==> src/rtl/pipe_hazard_ctrl.sv <==
// Central pipeline sequencer: PC source, stage write-enables and flushes for the
// 5-stage core, with boot hold, data-memory wait freeze, timeout error and stall counter.
module pipe_hazard_ctrl #(
    parameter int unsigned BOOT_CYC    = 2,
    parameter int unsigned MEM_TIMEOUT = 255,
    parameter int unsigned CNT_W       = 16
) (
    input  logic             clk,
    input  logic             rst,
    input  logic [5:0]       Op,
    input  logic [4:0]       Rs,
    input  logic [4:0]       Rt,
    input  logic [5:0]       eOp,
    input  logic [4:0]       eRt,
    input  logic             eZ,
    input  logic [5:0]       mOp,
    input  logic             dmem_ack,
    output logic             dmem_req,
    output logic [1:0]       Pcsrc,
    output logic             PcWr,
    output logic             IfIdWr,
    output logic             IfIdFlush,
    output logic             IdExWr,
    output logic             IdExFlush,
    output logic             ExMemWr,
    output logic             MemWbFlush,
    output logic             err,
    output logic [CNT_W-1:0] stall_cnt
);

    localparam int unsigned BOOT_W = 8;
    localparam int unsigned WAIT_W = 8;

    localparam logic [5:0] OP_RTYPE = 6'b000000;
    localparam logic [5:0] OP_J     = 6'b000010;
    localparam logic [5:0] OP_BEQ   = 6'b000100;
    localparam logic [5:0] OP_BNE   = 6'b000101;
    localparam logic [5:0] OP_LW    = 6'b100011;
    localparam logic [5:0] OP_SW    = 6'b101011;

    localparam logic [1:0] PC_SEQ = 2'b00;
    localparam logic [1:0] PC_BR  = 2'b10;
    localparam logic [1:0] PC_JMP = 2'b11;

    typedef enum logic [1:0] {
        S_BOOT  = 2'd0,
        S_RUN   = 2'd1,
        S_MWAIT = 2'd2,
        S_ERR   = 2'd3
    } state_t;

    state_t              r_state;
    logic [BOOT_W-1:0]   r_boot_cnt;
    logic [WAIT_W-1:0]   r_wait_cnt;
    logic [CNT_W-1:0]    r_stall_cnt;

    logic w_memop;
    logic w_taken;
    logic w_load_use;
    logic w_jump;
    logic w_frozen;

    // Hazard detection and control decode (0-cycle latency from inputs)
    always_comb begin
        w_memop    = (mOp == OP_LW) || (mOp == OP_SW);
        w_taken    = ((eOp == OP_BEQ) && eZ) || ((eOp == OP_BNE) && !eZ);
        w_load_use = (eOp == OP_LW) && (eRt != 5'd0) &&
                     ((eRt == Rs) ||
                      ((eRt == Rt) && ((Op == OP_RTYPE) || (Op == OP_BEQ) ||
                                       (Op == OP_BNE) || (Op == OP_SW))));
        w_jump     = (Op == OP_J);
        w_frozen   = 1'b0;

        dmem_req   = 1'b0;
        Pcsrc      = PC_SEQ;
        PcWr       = 1'b1;
        IfIdWr     = 1'b1;
        IfIdFlush  = 1'b0;
        IdExWr     = 1'b1;
        IdExFlush  = 1'b0;
        ExMemWr    = 1'b1;
        MemWbFlush = 1'b0;

        case (r_state)
            S_BOOT: begin
                PcWr       = 1'b0;
                IfIdWr     = 1'b0;
                IdExWr     = 1'b0;
                ExMemWr    = 1'b0;
                IfIdFlush  = 1'b1;
                IdExFlush  = 1'b1;
                MemWbFlush = 1'b1;
            end
            S_RUN: begin
                dmem_req = w_memop;
                w_frozen = w_memop && !dmem_ack;
            end
            S_MWAIT: begin
                dmem_req = w_memop;
                w_frozen = !dmem_ack;
            end
            S_ERR: begin
                w_frozen = 1'b1;
            end
        endcase

        if (w_frozen) begin
            PcWr       = 1'b0;
            IfIdWr     = 1'b0;
            IdExWr     = 1'b0;
            ExMemWr    = 1'b0;
            MemWbFlush = 1'b1;
        end else if ((r_state == S_RUN) || (r_state == S_MWAIT)) begin
            if (w_taken) begin
                Pcsrc     = PC_BR;
                IfIdFlush = 1'b1;
                IdExFlush = 1'b1;
            end else if (w_load_use) begin
                PcWr      = 1'b0;
                IfIdWr    = 1'b0;
                IdExFlush = 1'b1;
            end else if (w_jump) begin
                Pcsrc     = PC_JMP;
                IfIdFlush = 1'b1;
            end
        end
    end

    assign err       = (r_state == S_ERR);
    assign stall_cnt = r_stall_cnt;

    // Sequencer state, boot/wait counters and saturating stall counter
    always_ff @(posedge clk) begin
        if (rst) begin
            r_state     <= S_BOOT;
            r_boot_cnt  <= '0;
            r_wait_cnt  <= '0;
            r_stall_cnt <= '0;
        end else begin
            if (((r_state == S_RUN) || (r_state == S_MWAIT)) && !PcWr &&
                (r_stall_cnt != {CNT_W{1'b1}})) begin
                r_stall_cnt <= r_stall_cnt + CNT_W'(1);
            end

            case (r_state)
                S_BOOT: begin
                    if (32'(r_boot_cnt) + 32'd1 >= BOOT_CYC) begin
                        r_state    <= S_RUN;
                        r_boot_cnt <= '0;
                    end else begin
                        r_boot_cnt <= r_boot_cnt + BOOT_W'(1);
                    end
                end
                S_RUN: begin
                    if (w_memop && !dmem_ack) begin
                        r_state    <= S_MWAIT;
                        r_wait_cnt <= WAIT_W'(1);
                    end
                end
                S_MWAIT: begin
                    if (dmem_ack) begin
                        r_state    <= S_RUN;
                        r_wait_cnt <= '0;
                    end else if (32'(r_wait_cnt) >= MEM_TIMEOUT) begin
                        r_state    <= S_ERR;
                        r_wait_cnt <= '0;
                    end else begin
                        r_wait_cnt <= r_wait_cnt + WAIT_W'(1);
                    end
                end
                S_ERR: begin
                    r_state <= S_ERR;
                end
            endcase
        end
    end

endmodule

==> config.mk <==
export PLATFORM = sky130hd
export DESIGN_NAME = pipe_hazard_ctrl
export DESIGN_NICKNAME = d
export VERILOG_FILES = /design/src/rtl/pipe_hazard_ctrl.sv
export SDC_FILE = /design/constraint.sdc
export NUM_CORES = 1
export LEC_CHECK = 0
export ABC_AREA = 1
export BUFFER_PORTS_ARGS = -buffer_cell sky130_fd_sc_hd__buf_2
export CAP_MARGIN = 20
export CORE_UTILIZATION = 52
export CTS_CLUSTER_DIAMETER = 200
export DETAILED_ROUTE_END_ITERATION = 12
export GPL_TIMING_DRIVEN = 0
export PLACE_DENSITY = 0.88
export RECOVER_POWER = 25
export REMOVE_ABC_BUFFERS = 1
export SETUP_SLACK_MARGIN = 0.2
export SYNTH_ARGS = -nofsm -noshare
export SYNTH_HDL_FRONTEND = slang
export SYNTH_SLANG_ARGS = --single-unit
export TNS_END_PERCENT = 100
==> constraint.sdc <==
create_clock -name clk -period 2.7 [get_ports clk]
set_input_delay 0.54 -clock clk [delete_from_list [all_inputs] [get_ports clk]]
set_output_delay 0.54 -clock clk [all_outputs]
set_load 0.01 [all_outputs]
==> summary.md <==
| Metric | Value |
|---|---|
| Status | finished, final reports clean |
| Core box area | 0.00406 mm² |
| Startpoint types | register |
| Final GP Congestion | 0.867 |
| Slew HR | 20.5% |
| Max Cap Viol | 0 |
| Clock Latency Late Sink | 280 ps |
| Starting Density | 54.6% |
| Dpl ws | 257 ps |
| CTS root buffer | clkbuf_8 |
| # rows | 23 |
| Slew Limit Fails | 0 |
| Tcrit/Tclk final | 89.4% |
| Register area share after synthesis | 30.7% |
| Placed cell count | 428 |
| Die area | 0.00452 mm² |
| CTS Hold Bufs | 0 |
| Yosys warns | 0 |
| Post-synth EDFFs | 0 |
| Mapped Cells | 323 |
| Setup crit end kind | output port |
| Router iterations before antenna repair | 4 |
| Worst vdd ir | 328 µV |
| Cell taking the most area after synthesis | dfxtp_1 |
| Total power | 1.76 mW |
| Pwr dens | 664 mW/mm² |
| Design area | 0.00265 mm² |
| Largest net degree at the start of global routing | 23 |
| I/O pin cnt | 64 |
| Detailed placement HPWL | 3.83 mm |
| Seq cells post-synth | 34 |
| Setup TNS after final layout | 0 ps |
| Synth top area share | 30.7% |
| Num CTS Buffers | 5 |
| Setup slack, reg-to-reg | 730 ps |
| Number of diodes | 0 |
| DIE HEIGHT | 67.3 µm |
| Synth-to-layout area growth | 19.5% |
| Final hold viol count | 0 |
| Overall Global Routing Usage | 23.6% |
| Arrival @ worst endpoint | 1870 ps |
| I/O Buffers | 62 |
| RSZ-0062 raised after global routing | no |
| Skew final | 7.27 ps |
| Top cells by area, synth | dfxtp_1 (31%), nand2_1 (11%), nand3_1 (6.8%), nor2_1 (6.8%), inv_1 (6.3%) |
| Post-DRT Antenna Nets | 0 |
| GRT overflow | 0 |
| Synth async-reset ratio | 0% |
| Pleak | 1.13 nW |
| Starting DRT DRC Count | 63 |
| Max Buffers Root-to-Sink | 2 |
| CTS tree | done |
| Most numerous cell in the Yosys netlist | nand2_1 |
| Post-Syn Area | 0.00221 mm² |
| First-pass GRT wire length | 8.11 mm |
| Fill count | 378 |
| Minimum clock period | 2410 ps |
| Final setup viols | 0 |
| H-tree level count | 2 |
| WHS | 448 ps |
| Layout Utilization | 65.2% |
| Main synth FF type | dfxtp_1 |
| Avg Inst Size Synth | 6.86 µm² |
| Nets | 432 |
| Post-Route WL | 5.18 mm |
| Vias | 2,296 |
| Least-Margin Pin Slew | 1190 ps |
| Post-DP Area | 0.00254 mm² |
| PnR worst setup slack | 287 ps |
| # DRC | 0 |
| Clk sinks | 34 |
| Reg clk slew, reported paths | 70 ps |
| Max Freq | 414 MHz |
| Final cell count without fillers | 436 |
| Vias/cell | 5.27 |
| Crit path kind | register to output port |
| Die Span X | 67.3 µm |
| Layout cell share with drive strength beyond 1 | 22.8% |
| Antenna violations before repair | 0 |
| CP Max Fanout | 18 |
| Req. time, crit path | 2160 ps |
| Synth cell count leaders | nand2_1 (63), nor2_1 (40), inv_1 (37) |
| Synth cell types | 34 |
| Type of the tightest min-delay check | register to register |
| Routed WL per cell | 11.9 µm |
| Vias in the first global route | 1,997 |
-- layout make-up --
class                           instances  area, µm²  area share (%)
Inverter                               40        150            5.67
Clock inverter                          2       10.0           0.378
Sequential cell                        34        682            25.8
Timing Repair Buffer                   63        307            11.6
Tap cell                               50       62.6            2.36
Multi-Input combinational cell        242       1370            51.6
Clock buffer                            5       68.8            2.60
-- worst max-delay path: stages, from the launching register on --
cell and delay [ps]:
dfxtp_1 370, inv_1 110, ha_1 370, inv_1 110, nor2_1 140, nand3_2 140
nand2_8 160, inv_1 60, buf_2 130
-- final timing paths --
| check | startpoint | end | cells after the start |
|---|---|---|---|
| worst min register to register | r_boot_cnt[3] | r_boot_cnt[3] | 2 |
| worst max register to register | stall_cnt[0] | stall_cnt[15] | 9 |
| worst min-delay path | r_boot_cnt[3] | r_boot_cnt[3] | 2 |
| worst max-delay path | r_state[1] | IfIdWr | 8 |
-- logic make-up (layout without fill, tap and decap cells) --
group           count (synthesis)  in the layout  share of synthesized area (%)
flops                          34             34                           30.7
compound gates                 45             45                           12.3
buf+inv                        47            110                           8.76
simple gates                  166            166                           34.4
xor+xnor                       22             22                           8.70
fa+ha+maj                       9              9                           5.08
-- layer usage --
layer,share of wire (%),vias to the layer above,global-route usage [%]
met5,0,-,0
met4,1.5,0,9.57
met3,7.4,6,5.24
met2,49,102,45.0
met1,42,1008,24.5
li1,-,1180,-
-- registers in the layout (all words and copies together) (netlist names) --
name / count
r_state: 2
r_boot_cnt: 8
stall_cnt: 16
r_wait_cnt: 8
-- cell usage in the layout (no fill, tap or decap), types with 2 or more instances in the layout --
| cell type | count |
|---|---|
| buf_2 | 53 |
| inv_2 | 2 |
| nand4_1 | 9 |
| nor3_1 | 9 |
| dfxtp_1 | 33 |
| nor2_1 | 37 |
| o21ai_1 | 2 |
| xnor2_1 | 8 |
| a21oi_2 | 10 |
| nor2_2 | 3 |
| clkbuf_1 | 9 |
| nand2_2 | 2 |
| o21ai_0 | 10 |
| ha_1 | 8 |
| nand3_2 | 2 |
| nand3_1 | 30 |
| a21oi_1 | 19 |
| nand2_1 | 62 |
| nor4_1 | 4 |
| clkinv_2 | 2 |
| inv_1 | 38 |
| xor2_1 | 14 |
| clkbuf_8 | 5 |
-- where the power goes --
group          switching (mW)  internal, mW  total [mW]
combinational           0.569         0.271       0.840
sequential             0.0366         0.537       0.574
clock                   0.171         0.173       0.344
total                   0.776         0.981        1.76
-- repair_timing --
item | 4_1_cts | 5_1_grt
gates resized for setup | 3 | 7
endpoints found under the setup margin | 2 | 9
buffers inserted | 1 | 0
pin swaps | 1 | 1
Power figures use the tool's default switching activity.
